--- src/rtl/ifu_fetch_ctrl_pkg.sv ---
// rtl/ifu_fetch_ctrl_pkg.sv - shared constants, FSM encoding and pre-decode helper for the IFU fetch front end
//
// Contents:
//   TRUE / FALSE        single-bit logic constants (macros)
//   OPCODE_JAL          7-bit major opcode of JAL
//   OPCODE_BRANCH       7-bit major opcode of conditional branches
//   fetch_state_e       FS_REQ / FS_WAIT / FS_KILL (2-bit)
//   predecode_imm()     sign-extended JAL/BRANCH immediate, zero for other opcodes

`ifndef IFU_FETCH_CTRL_DEFINES
`define IFU_FETCH_CTRL_DEFINES
`define TRUE  1'b1
`define FALSE 1'b0
`endif

package ifu_fetch_ctrl_pkg;

    localparam logic [6:0] OPCODE_JAL    = 7'b1101111;
    localparam logic [6:0] OPCODE_BRANCH = 7'b1100011;

    // FS_REQ : may present a request to instruction memory
    // FS_WAIT: request granted, waiting for its response
    // FS_KILL: request granted but overtaken by a flush; its response is dropped
    typedef enum logic [1:0] {
        FS_REQ  = 2'd0,
        FS_WAIT = 2'd1,
        FS_KILL = 2'd2
    } fetch_state_e;

    function automatic logic [31:0] predecode_imm(input logic [31:0] w);
        logic [31:0] imm;
        case (w[6:0])
            OPCODE_JAL:    imm = {{11{w[31]}}, w[31], w[19:12], w[20], w[30:21], 1'b0};
            OPCODE_BRANCH: imm = {{19{w[31]}}, w[31], w[7], w[30:25], w[11:8], 1'b0};
            default:       imm = 32'd0;
        endcase
        return imm;
    endfunction

endpackage

--- src/rtl/ifu_fetch_queue.sv ---
// rtl/ifu_fetch_queue.sv - 2-entry FIFO holding fetched {inst, pc, pc_pred} toward decode
//
// Ports:
//   clk, rst_n   clock, asynchronous active-low reset
//   push, wdata  write one entry (ignored when full unless a pop frees the slot)
//   pop          remove the head (ignored when empty)
//   clr          empty the queue; wins over push and pop in the same cycle
//   rdata        head entry (all zeros after reset)
//   count        number of stored entries, 0..2
//   valid        head entry is valid

module ifu_fetch_queue
    import ifu_fetch_ctrl_pkg::*;
#(
    parameter int W = 96
) (
    input  logic         clk,
    input  logic         rst_n,
    input  logic         push,
    input  logic [W-1:0] wdata,
    input  logic         pop,
    input  logic         clr,
    output logic [W-1:0] rdata,
    output logic [1:0]   count,
    output logic         valid
);

    logic [W-1:0] mem [2];
    logic         wr_ptr;
    logic         rd_ptr;
    logic         do_push;
    logic         do_pop;

    assign do_pop  = pop && (count != 2'd0);
    // On a full queue a simultaneous pop frees the head slot, which is
    // exactly where wr_ptr points, so the push may proceed.
    assign do_push = push && ((count != 2'd2) || do_pop);

    assign rdata = mem[rd_ptr];
    assign valid = (count != 2'd0);

    always_ff @(posedge clk or negedge rst_n) begin
        if (!rst_n) begin
            mem[0] <= '0;
            mem[1] <= '0;
            wr_ptr <= `FALSE;
            rd_ptr <= `FALSE;
            count  <= 2'd0;
        end else if (clr) begin
            wr_ptr <= `FALSE;
            rd_ptr <= `FALSE;
            count  <= 2'd0;
        end else begin
            if (do_push) begin
                mem[wr_ptr] <= wdata;
                wr_ptr      <= ~wr_ptr;
            end
            if (do_pop) begin
                rd_ptr <= ~rd_ptr;
            end
            case ({do_push, do_pop})
                2'b10:   count <= count + 2'd1;
                2'b01:   count <= count - 2'd1;
                default: count <= count;
            endcase
        end
    end

endmodule

--- src/rtl/ifu_fetch_ctrl.sv ---
// rtl/ifu_fetch_ctrl.sv - IFU fetch front end: PC register, single-outstanding imem fetch, pre-decode, decode queue
//
// Ports:
//   clk, rst_n                      clock, asynchronous active-low reset
//   imem_req/imem_addr/imem_gnt     request channel (one outstanding request)
//   imem_rvalid/imem_rdata          response channel
//   bpu_pc/bpu_opcode/bpu_imm       pre-decoded view of imem_rdata for the BPU
//   bpu_pc_pred                     predicted next PC, taken when a response is accepted
//   flush_flag/flush_addr           back-end redirect, highest priority
//   id_valid/id_ready               decode handshake on the queue head
//   id_inst/id_pc/id_pc_pred        queue head contents

module ifu_fetch_ctrl
    import ifu_fetch_ctrl_pkg::*;
#(
    parameter int              XLEN     = 32,
    parameter logic [XLEN-1:0] RESET_PC = '0,
    parameter int              QDEPTH   = 2
) (
    input  logic            clk,
    input  logic            rst_n,
    output logic            imem_req,
    output logic [XLEN-1:0] imem_addr,
    input  logic            imem_gnt,
    input  logic            imem_rvalid,
    input  logic [31:0]     imem_rdata,
    output logic [XLEN-1:0] bpu_pc,
    output logic [6:0]      bpu_opcode,
    output logic [31:0]     bpu_imm,
    input  logic [XLEN-1:0] bpu_pc_pred,
    input  logic            flush_flag,
    input  logic [XLEN-1:0] flush_addr,
    output logic            id_valid,
    input  logic            id_ready,
    output logic [31:0]     id_inst,
    output logic [XLEN-1:0] id_pc,
    output logic [XLEN-1:0] id_pc_pred
);

    localparam int         QW    = 32 + 2 * XLEN;
    localparam logic [1:0] QFULL = 2'(QDEPTH);

    fetch_state_e    state_q;
    fetch_state_e    state_d;
    logic [XLEN-1:0] pc_q;
    logic [XLEN-1:0] pc_d;
    // Low while reset is held and for the first edge after release, so the
    // request line is quiet in reset even though state_q resets to FS_REQ.
    logic            run_q;
    logic            push;
    logic            pop;
    logic [1:0]      q_count;
    logic            q_valid;
    logic [QW-1:0]   q_wdata;
    logic [QW-1:0]   q_rdata;

    // The PC register only moves on an accepted response or a flush, both of
    // which happen outside FS_REQ-with-pending-request, so the address is
    // stable while a request waits for its grant.
    assign imem_addr  = pc_q;
    assign bpu_pc     = pc_q;
    assign bpu_opcode = imem_rdata[6:0];
    assign bpu_imm    = predecode_imm(imem_rdata);

    assign q_wdata = {imem_rdata, pc_q, bpu_pc_pred};
    assign {id_inst, id_pc, id_pc_pred} = q_rdata;
    assign id_valid = q_valid;
    // A pop coinciding with a flush is discarded inside the queue by clr.
    assign pop = id_valid && id_ready;

    always_ff @(posedge clk or negedge rst_n) begin
        if (!rst_n) begin
            state_q <= FS_REQ;
            pc_q    <= RESET_PC;
            run_q   <= `FALSE;
        end else begin
            state_q <= state_d;
            pc_q    <= pc_d;
            run_q   <= `TRUE;
        end
    end

    always_comb begin
        state_d  = state_q;
        pc_d     = pc_q;
        push     = `FALSE;
        // Issuing only below QDEPTH entries means the response can always be
        // pushed, so there is never a need to stall a returning word.
        imem_req = run_q && (state_q == FS_REQ) && (q_count < QFULL) && !flush_flag;

        if (flush_flag) begin
            pc_d = flush_addr;
            case (state_q)
                // An outstanding fetch must still return; remember to drop it
                // unless it is returning right now.
                FS_WAIT, FS_KILL: state_d = imem_rvalid ? FS_REQ : FS_KILL;
                default:          state_d = FS_REQ;
            endcase
        end else begin
            case (state_q)
                FS_REQ: begin
                    if (imem_req && imem_gnt) begin
                        state_d = FS_WAIT;
                    end
                end
                FS_WAIT: begin
                    if (imem_rvalid) begin
                        push    = `TRUE;
                        pc_d    = bpu_pc_pred;
                        state_d = FS_REQ;
                    end
                end
                FS_KILL: begin
                    if (imem_rvalid) begin
                        state_d = FS_REQ;
                    end
                end
                default: state_d = FS_REQ;
            endcase
        end
    end

    ifu_fetch_queue #(
        .W(QW)
    ) u_queue (
        .clk   (clk),
        .rst_n (rst_n),
        .push  (push),
        .wdata (q_wdata),
        .pop   (pop),
        .clr   (flush_flag),
        .rdata (q_rdata),
        .count (q_count),
        .valid (q_valid)
    );

endmodule
--- config.mk ---
export PLATFORM = sky130hd
export DESIGN_NAME = ifu_fetch_ctrl
export DESIGN_NICKNAME = d
export VERILOG_FILES = /design/src/rtl/ifu_fetch_ctrl_pkg.sv /design/src/rtl/ifu_fetch_queue.sv /design/src/rtl/ifu_fetch_ctrl.sv
export SDC_FILE = /design/constraint.sdc
export NUM_CORES = 1
export LEC_CHECK = 0
export CAP_MARGIN = 20
export CORE_ASPECT_RATIO = 1.4
export CORE_MARGIN = 3
export CORE_UTILIZATION = 45
export DETAILED_ROUTE_END_ITERATION = 8
export GPL_ROUTABILITY_DRIVEN = 0
export PLACE_DENSITY = 0.76
export SLEW_MARGIN = 10
export SYNTH_ARGS = -nofsm -noshare
export SYNTH_HDL_FRONTEND = slang
export SYNTH_SLANG_ARGS = --single-unit
--- constraint.sdc ---
create_clock -name clk -period 2.57 [get_ports clk]
set_input_delay 0.3855 -clock clk [delete_from_list [all_inputs] [get_ports clk]]
set_output_delay 0.3855 -clock clk [all_outputs]
set_load 0.1 [all_outputs]
==> results.md <==
- Following the worst setup path forward leads to its endpoint at id_inst[24].
- The capture point of the worst reg-to-reg path is u_queue.mem[124].
- The worst pin sits at a relative slew slack of 59.5%.
- Between clock sinks in the finished design, the worst skew comes to approximately 0.016 ns.
- Tracing the worst setup path back leads to its startpoint at u_queue.rd_ptr.
- The worst-case IR drop observed on VDD is 0.000854 V.
- The power dissipated by switching net loads is 9.56 mW.
- The proportion of layout cells with a drive suffix above 1 is 53.6%.
- After detailed routing, the number of remaining DRC violations is 0.
- Clock tree synthesis found a total of ~230 sinks.
- The number of DRC markers in iteration 0 is around 180.
- When the netlist entered floorplanning its net count stood at 891.
- The number of port buffers is 301.
- The switching share of total power is between 40% and 50%.
- After synthesis, the cell types taking the most area are sky130_fd_sc_hd__dfrtp_1 53%, sky130_fd_sc_hd__mux2_2 27%, sky130_fd_sc_hd__mux2_4 4.0%.
- Setup violations remaining at the end of the flow were counted as 0.
- In this run the clock root is driven by a sky130_fd_sc_hd__clkbuf_16.
- The top achievable clock speed is just over 0.4 GHz.
- The number of gates resized after CTS was 0.
- The worst min-delay path category is primary input to register.
- The setup check on the worst reg-to-reg path leaves a slack of 0.42 ns.
- Setup repair after global routing left no endpoint under its margin.
- The layout overhead on the synthesized area is 45.0%.
- The cell area after technology mapping is 0.0108 mm².
- The number of global-route vias before repair is 7809.
- For the worst-skew pair, the clock arrives at the later sink with an insertion delay of 0.51 ns.
- The worst setup path is launched from a register.
- The final number of max-transition violations is 0.
- In this run the remaining antenna-violating nets after routing total 0.
- The total power divided by cell area is 1290 mW/mm².
- The floorplan step set the die height to 189 µm.
- The worst-path maximum fanout is 34.
- After synthesis, the netlist uses 32 different library cells.
- The ratio of routed vias to standard cells is a little over 5.
- Combinational logic is responsible for 58.6% of the overall power.
- The most frequent cell after synthesis is sky130_fd_sc_hd__mux2_2.
- Subtracting the final worst setup slack from the clock period gives 2.48 ns.
- After routing, the total negative slack on setup checks comes to 0 ns.
- The number of primary I/O pins is around 300.
- Counting instances in the post-synthesis netlist gives the leading cell types as 259 x sky130_fd_sc_hd__mux2_2, 231 x sky130_fd_sc_hd__dfrtp_1, 55 x sky130_fd_sc_hd__buf_4, 44 x sky130_fd_sc_hd__nand2_1, 35 x sky130_fd_sc_hd__o21ai_0.
- Counting every instance in the synthesized netlist gives 787.
- Synthesis inferred 231 register bits.
- The die extent in x is about 140 µm.
- The cell row count is 66.
- At the end of the flow, the number of nets in the layout was 1147.
- The data arrival time of the critical path is 2.10 ns.
- Global routing consumed, over all layers together, 20.5% of the routing resources.
- The final hold violation count is 0.
- The CTS tree is yes.
- The routed layout has approximately 7100 vias.
- The number of cells in the finished layout apart from fillers is about 1400.
- The most area-hungry cell type in the Yosys netlist is sky130_fd_sc_hd__dfrtp_1.
- The leakage power figure is 7.53 nW.
- The HPWL after detailed placement is 18.7 mm.
- The first-pass detailed-route iteration total is 4.
- The final cycle utilization of the critical path is 96.6%.
- The Yosys step of the flow raised 0 warnings.
- For the worst setup path, the data required time is 2.18 ns.
- The post-synthesis sequential area ratio is 53.5%.
- Entering global routing, the biggest net connects 63 pins.
- Clock-pin slew was measured on the worst setup and hold paths at 0.06 ns.
- The total area inside the core boundary comes to between 0.02 and 0.025 mm².
- The count of placed standard cells including taps is 1323.
- Buffers inserted during clock tree synthesis total 23.
- The power share of the clock group is 16.9%.
- The first global-routing pass estimated about 43 mm of wire.
- The per-cell routed wire length is 19.5 µm.
- The critical path start-end classification is register to output pin.
- At the pin with the least slew margin, the transition time is approximately 0.61 ns.
- The routed design has around 27 mm of wire.
- Global routing finished with a remaining overflow of 0.
- The longest clock path from root to sink contains 3 buffers.
- The synthesized area divided by synthesized cell count is 13.7 µm².
- In this run the number of H-tree levels came out at 1.
- Sequential cells burn 24.6% of the power.
- The main flop type after synthesis is sky130_fd_sc_hd__dfrtp_1.
- The max-cap violation count is 0.
- The flow ran to the end, and the final reports show no timing, DRC or antenna violations.
- The initial antenna violation count is 0.
- The internal portion of the total power is 10.6 mW.
- The die covers ~0.026 mm².
- Once the floorplan was initialized, standard cells occupied 46.1% of the core.
- The proportion of synthesized flip-flops having asynchronous set or reset is 100%.
- Summed over its instances, the top area cell type makes up 53.5% of the synthesized netlist area.
- The count of flip-flops with a built-in enable after synthesis is 0.
- The diode insertion count for antenna repair is 0.
- The category of the worst setup path capture point is an output pin.
- The launch instance of the worst register-to-register path is u_queue.count[1].
- The number of cells on the worst reg-to-reg path is 4.
final cells by class:
type	instances	area [µm²]
fillers	1685	7780
flip-flops and latches	231	5780
multi-input cells	454	4440
repair buffers	328	4290
clock buffers	31	626
well taps	306	383
clock inverters	9	128
inverters	5	18.8
cells in the final DEF, fill, tap and decap left out, drive strengths merged:
master,instances
dlygate4sd3,1
nand2,44
and2,8
mux2i,33
inv,6
a31oi,1
buf,228
or4,1
nand3b,1
bufinv,3
o211ai,1
nor2b,4
clkinv,5
xor2,1
a22oi,5
nor2,8
nor4b,1
dfrtp,231
nor3b,1
nand3,1
clkdlybuf4s50,99
and3,1
a21oi,10
o21ai,35
a211oi,3
mux2,288
clkbuf,31
conb,2
ha,2
o211a,2
nor4bb,1
cell families after synthesis:
kind of cell / count (synthesis) / share of synthesized area [%]
muxes: 321 / 34.1
DFF: 231 / 53.5
other: 2 / 0.0695
and+or+nand+nor: 71 / 3.13
buffers and inverters: 102 / 5.97
adders and majority gates: 2 / 0.232
xor gates and xnor gates: 1 / 0.0811
AOI/OAI and AO/OA: 57 / 2.95
state kept, by name (all words and copies together) (netlist names):
signal          cells
u_queue.wr_ptr      1
u_queue.mem       192
u_queue.rd_ptr      1
run_q               1
u_queue.count       2
bpu_pc             32
state_q             2
worst max-delay path, cell delays in order, from the launching register on:
cell,delay (ns)
sky130_fd_sc_hd__dfrtp_4,0.70
sky130_fd_sc_hd__buf_12,0.29
sky130_fd_sc_hd__mux2_2,0.40
sky130_fd_sc_hd__buf_12,0.17
metrics by stage:
step	hold WS, ns	total power [mW]	setup WS (ns)	util (%)	area (µm²)
floorplan	0.0899	12.9	-0.256	-	10900
global placement	0.346	16.8	0.0924	63.6	14900
detailed placement	0.351	16.9	0.0808	63.6	14900
CTS	0.279	20.3	0.0426	66.8	15700
global route	0.316	20.8	0.0167	66.8	15700
finish	0.304	20.2	0.0880	66.8	15700
per-layer routing:
layer | share of wire, % | track usage (%)
met1 | 38 | 23.8
met2 | 54 | 37.4
met3 | 6.3 | 4.55
met4 | 2.4 | 5.68
met5 | 0 | 0
worst min path at each step:
| stage | slack, ns | startpoint | endpoint | cells past startpoint |
|---|---|---|---|---|
| after floorplan | 0.09 | rst_n | bpu_pc[0] | 0 |
| final | 0.30 | flush_flag | bpu_pc[24] | 3 |
| after detailed placement | 0.35 | rst_n | bpu_pc[5] | 1 |
| after global placement | 0.35 | rst_n | bpu_pc[5] | 1 |
| after CTS | 0.28 | flush_flag | bpu_pc[24] | 3 |
| after global routing | 0.32 | flush_flag | bpu_pc[25] | 3 |
timing repair:
item,in CTS,in global routing
setup buffers,0,0
hold buffers,1,0
endpoints found under the hold margin,54,0
power by group through the flow:
stage	registers (mW)	clock network, mW	logic [mW]
floorplan	5.23	0	7.65
global placement	4.96	0	11.8
detailed placement	5.01	0	11.9
CTS	4.96	3.50	11.9
global route	5.07	3.64	12.1
finish	4.96	3.40	11.8
No activity file was read; power rests on OpenSTA's default activity.
